`config.mk`:
```
export PLATFORM = sky130hd
export DESIGN_NAME = ifu_axi
export DESIGN_NICKNAME = d
export VERILOG_FILES = /design/src/rtl/ifu_axi_pkg.sv /design/src/rtl/ifu_axi.sv
export SDC_FILE = /design/constraint.sdc
export NUM_CORES = 1
export LEC_CHECK = 0
export CORE_MARGIN = 3
export CORE_UTILIZATION = 50
export CTS_BUF_LIST = sky130_fd_sc_hd__clkbuf_2 sky130_fd_sc_hd__clkbuf_4 sky130_fd_sc_hd__clkbuf_8
export CTS_CLUSTER_DIAMETER = 30
export CTS_CLUSTER_SIZE = 30
export DETAILED_ROUTE_END_ITERATION = 7
export PLACE_DENSITY = 0.95
export SYNTH_ARGS = -nofsm -noshare
export SYNTH_HDL_FRONTEND = slang
export SYNTH_SLANG_ARGS = --single-unit
```
`constraint.sdc`:
```
create_clock -name clk -period 4 [get_ports clk]
set_input_delay 0.8 -clock clk [delete_from_list [all_inputs] [get_ports clk]]
set_output_delay 0.8 -clock clk [all_outputs]
set_load 0.03 [all_outputs]
```
`src/rtl/ifu_axi_pkg.sv`:
```
// Shared constants and state encoding for the instruction fetch unit.
package ifu_axi_pkg;

    localparam int          XLEN          = 64;
    localparam logic [63:0] START_ADDR    = 64'h0000_0000_8000_0000;
    localparam logic [1:0]  AXI_RESP_OKAY = 2'b00;

    typedef enum logic [1:0] {
        IFU_IDLE = 2'd0,
        IFU_ADDR = 2'd1,
        IFU_DATA = 2'd2,
        IFU_OUT  = 2'd3
    } ifu_state_t;

endpackage

```
`src/rtl/ifu_axi.sv`:
```
// Instruction fetch unit: one single-beat AXI4-Lite read per accepted pc,
// instruction handed to decode over a valid/ready handshake.
//
// state    | meaning
// IFU_IDLE | waiting for a fetch address
// IFU_ADDR | AR channel valid, waiting for arready
// IFU_DATA | waiting for the read beat
// IFU_OUT  | instruction presented to decode
module ifu_axi #(
    parameter int XLEN   = ifu_axi_pkg::XLEN,
    parameter int DATA_W = 64,
    parameter int ADDR_W = 32
) (
    input  logic              clk,
    input  logic              rst,
    input  logic [XLEN-1:0]   pc,
    input  logic              pc_valid,
    output logic              pc_ready,
    input  logic              flush,
    output logic [ADDR_W-1:0] araddr,
    output logic              arvalid,
    input  logic              arready,
    input  logic [DATA_W-1:0] rdata,
    input  logic [1:0]        rresp,
    input  logic              rvalid,
    output logic              rready,
    output logic [31:0]       inst,
    output logic [XLEN-1:0]   inst_pc,
    output logic              inst_err,
    output logic              inst_misalign,
    output logic              inst_valid,
    input  logic              inst_ready
);
    import ifu_axi_pkg::*;

    ifu_state_t      state, state_nxt;
    logic            flush_pending;
    logic [XLEN-1:0] pc_q;
    logic            accept, misaligned, beat, drop;

    assign accept     = pc_valid & pc_ready;
    assign misaligned = (pc[1:0] != 2'b00);
    assign beat       = rvalid & (state == IFU_DATA);
    assign drop       = beat & (flush_pending | flush);

    always_ff @(posedge clk or negedge rst) begin
        if (!rst) state <= IFU_IDLE;
        else      state <= state_nxt;
    end

    always_comb begin
        state_nxt = state;
        case (state)
            IFU_IDLE: if (accept)             state_nxt = misaligned ? IFU_OUT : IFU_ADDR;
            IFU_ADDR: if (arready)            state_nxt = IFU_DATA;
            IFU_DATA: if (beat)               state_nxt = drop ? IFU_IDLE : IFU_OUT;
            IFU_OUT:  if (flush | inst_ready) state_nxt = IFU_IDLE;
            default:                          state_nxt = IFU_IDLE;
        endcase
    end

    // rst gates pc_ready directly so no address is taken while reset is held
    always_comb begin
        pc_ready   = rst & (state == IFU_IDLE) & ~flush;
        arvalid    = (state == IFU_ADDR);
        rready     = (state == IFU_DATA);
        inst_valid = (state == IFU_OUT);
    end

    always_ff @(posedge clk or negedge rst) begin
        if (!rst) begin
            flush_pending <= 1'b0;
            pc_q          <= '0;
            araddr        <= '0;
            inst          <= '0;
            inst_pc       <= '0;
            inst_err      <= 1'b0;
            inst_misalign <= 1'b0;
        end else begin
            if (beat)
                flush_pending <= 1'b0;
            else if (flush && (state == IFU_ADDR || state == IFU_DATA))
                flush_pending <= 1'b1;

            if (accept) begin
                pc_q   <= pc;
                araddr <= {pc[ADDR_W-1:3], 3'b000};
                if (misaligned) begin
                    inst          <= '0;
                    inst_pc       <= pc;
                    inst_err      <= 1'b0;
                    inst_misalign <= 1'b1;
                end
            end

            if (beat) begin
                inst          <= pc_q[2] ? rdata[63:32] : rdata[31:0];
                inst_pc       <= pc_q;
                inst_err      <= (rresp != AXI_RESP_OKAY);
                inst_misalign <= 1'b0;
            end
        end
    end

endmodule
```
==> impl_summary.txt <==
----------------------------------------------------
[Status]
  Status ... complete, but fails checks
  Failing checks ... DRC

[Global route]
  Antenna violations before repair ... 1
  Wire length of the first global-routing pass ... 34520 µm
  Largest net degree at the start of global routing ... 130
  Gr ovfl total ... 0
  Via count of the first global-routing pass ... 6896
  Total routing usage reported by global routing ... 25.75%

[Run]
  Max capacitance violation total ... 0

[Worst hold path]
  Path type of the worst min-delay path ... in2async

[Yosys]
  Adder and majority gate portion of the synthesized area ... less than 1%
  Top area cells in the synthesized netlist ... dfrtp_1, nand2_1, a31oi_1
  Yosys top cell by area ... dfrtp_1
  Compound-cell area share of the yosys netlist ... 17.49%
  Xor and xnor area share after synthesis ... 0%
  Mapped Area ... 7720 µm²
  Synthesized area per cell ... between 9 and 10 µm²
  Mux share of post-synthesis cell area ... 4.408%
  Post-synth cell types ... 34
  Simple-Gate Fraction of Synth Area ... 15.74%
  Number of flops mapped to enable cells by yosys ... 0
  Fraction of post-synthesis cell area in the top cell type by area ... 53.48%
  Synthesis-stage register bit count ... 165
  Synth warnings ... 0
  Part of the Yosys area used for sequential elements ... approximately 53%
  Main combinational cell family by area after synthesis ... compound AO/OA/AOI/OAI gates
  Commonest register cell after synthesis ... dfrtp_1
  Number of instances in the synthesized netlist ... 845
  Share of flip-flops with an asynchronous set or reset ... 100.0%

[Worst setup path]
  Sequence of cells on the critical path ... clkdlybuf4s50_1 -> and3b_2 -> clkdlybuf4s50_1
  Worst setup EP type ... output port
  Req. time, crit path ... 3.20 ns
  Arrival time at the worst endpoint ... between 2 and 2.5 ns
  Top cell family by delay on the critical path ... buffers and inverters
  Most numerous cell on the critical path ... clkdlybuf4s50_1
  Register-to-register path setup slack ... 1.69 ns
  Cell with the largest stage delay on the worst path ... clkdlybuf4s50_1
  Maximum fanout along the worst path ... 7
  Kind of launch point of the worst setup path ... input port
  Class of the most critical setup path ... in2out
  Slowest cell delay on critical path ... 0.66 ns
  WP buf/inv ... 2

[STA]
  Final hold violation count ... 0
  Least-Margin Pin Slew ... 0.9847 ns
  Final slew viol count ... 0
  Final worst-path setup slack ... about 1 ns
  Ratio of final minimum period to clock period ... roughly 75%
  Max Clk Rate ... between 0.3 and 0.4 GHz
  Max-slew headroom ... roughly 34%
  Unrepaired setup endpoints after global routing ... false
  Total negative setup slack ... 0 ns
  Final worst clock skew ... 0.01977 ns
  Final Critical Period ... about 3.0 ns
  Number of setup violations in the final report ... 0

[Clock tree]
  Register clock-pin slew on the reported worst setup and hold paths ... 0.09 ns
  Insertion delay to the later sink of the worst-skew pair ... 0.46 ns
  Post-cts sizing count ... 0
  TritonCTS clock tree ... built
  CTS Root Cell ... clkbuf_8
  CTS Sinks ... 165
  Hold bufs inserted after CTS ... 0
  Post-CTS Repair Setup Buffers ... 0
  Clock buffers created by TritonCTS ... 17
  Worst-case clock buffer depth ... 2
  Total number of H-tree levels ... 4

[Route]
  First-pass DRT Iterations ... 8
  Top routing layer used ... met4
  Met2 WL ... around 11000 µm
  Count of routing violations after the opening detailed-route iteration ... 532
  Count of antenna-violating nets left after detailed routing ... 0
  Routed metal-1 wirelength ... 8320 µm
  Detail Route met3 WL ... around 2000 µm
  Vias after detailed routing ... 7004
  Detail-routed via count per cell ... 5.658
  Total Wirelength ... ~22000 µm
  Mean routed wirelength per cell ... around 18 µm
  Post-route DRC violation count ... 1

[Power]
  Relative contribution of combinational cells to total power ... 50.9%
  Relative contribution of sequential cells to total power ... 34.0%
  IR Drop Worst-Case VDD ... 488.6 µV
  Internal ... 5081 µW
  Power Density ... 833.3 nW/µm²
  Leak pwr ... 0.004726 µW
  Net Sw Frac ... 42.55%
  Total power ... 8845 µW
  Switching component of the power ... between 3000 and 4000 µW
  Proportion of power drawn by the clock network ... 15.1%

[Cells and area]
  Area growth syn-to-layout ... 37.49%
  Post-layout nets ... 1184
  Most common library cell in the layout ignoring fill and taps ... clkdlybuf4s50_1
  Top library cells by usage in the layout, fill and taps aside ... clkdlybuf4s50_1, nand2_1, dfrtp_1, nor2_1, a21oi_1
  Post-layout utilization of the core ... 71.67%
  Ratio of cells with drive above 1 in the final layout ... ~5.7%

[Floorplan]
  Die Y ... roughly 130 µm
  Area of the die ... ~17000 µm²
  Initial standard-cell utilization of the core ... between 50% and 60%
  Number of placed I/O pins ... 271
  Horizontal die dimension ... about 130 µm
  Site Rows ... between 40 and 50
  Core Footprint ... 14810 µm²

[Placement]
  Worst Setup Slack post-DPL ... 0.9922 ns
  Routability cong. ... approximately 0.85
  DPL Wire Length ... 14990 µm
  Number of port buffers ... 267

----------------------------------------------------
-- area by class of cell --
type                       count  area, µm²
clock buffer                  22      284.0
antenna                        1      2.502
clock inverter                 8      151.4
timing repair buffer         277       2811
sequential                   165       4130
fill                        1063       4195
tap                          184      230.2
inverter                       4      15.01
multi-input combinational    577       2989
-- worst register-to-register path: cells and delay by family, from the launching register on --
family | cells | cell delay [ns]
buffers and inverters | 2 | 0.58
and+or+nand+nor | 2 | 0.77
AOI/OAI and AO/OA | 1 | 0.17
DFF | 1 | 0.40
adders and majority gates | 1 | 0.31
-- power groups by stage --
stage,Sequential (µW),Combinational (µW),Clock (µW)
floorplan,3840,1960,0
global placement,2990,4390,0
detailed placement,3020,4520,0
CTS,3000,4530,1350
global route,3100,4840,1410
finish,3010,4500,1330
-- registers in the layout (all words and copies together), names as in the netlist --
register       cells
inst_misalign      1
inst              32
pc_q              64
state              2
inst_err           1
flush_pending      1
inst_pc           64
-- stage by stage --
stage	hold WS (ns)	area [µm²]	std cells
floorplan	0.4464	7727	847
global placement	0.4576	10180	1207
detailed placement	0.4631	10180	1207
CTS	0.1907	10610	1237
global route	0.1950	10610	1238
finish	0.2055	10610	1238
-- logic make-up after synthesis --
group / Yosys count
fa+ha+maj: 5
mux: 34
other cells: 1
simple gates: 305
flops: 165
buf+inv: 105
compound gates: 230
-- path summary, 6_finish.rpt --
check | from | to | cells past startpoint
max | flush | pc_ready | 3
max in group asynchronous | rst | pc_q[2]$_DFFE_PN0P_ | 3
min | rst | inst_pc[43]$_DFFE_PN0P_ | 1
min in group clk | pc_q[39]$_DFFE_PN0P_ | pc_q[39]$_DFFE_PN0P_ | 2
min reg2reg | pc_q[39]$_DFFE_PN0P_ | pc_q[39]$_DFFE_PN0P_ | 2
max reg2reg | state[0]$_DFFE_PN0P_ | inst_pc[17]$_DFFE_PN0P_ | 6
-- metal layers --
metal  vias up  global-route usage [%]
met2       367                   43.03
met4         0                   13.57
li1       3233                       -
met3        67                   7.000
met5         -                       0
met1      3337                   30.38
-- cell usage after synthesis (all sizes together) (2+ instances only) --
cell type / number
a21oi: 65
a31oi: 64
buf: 74
clkbuf: 27
dfrtp: 165
ha: 5
inv: 4
mux2i: 34
nand2: 225
nor2: 68
nor2b: 2
nor3b: 2
o21ai: 66
o22ai: 32
Power figures use the tool's default switching activity.
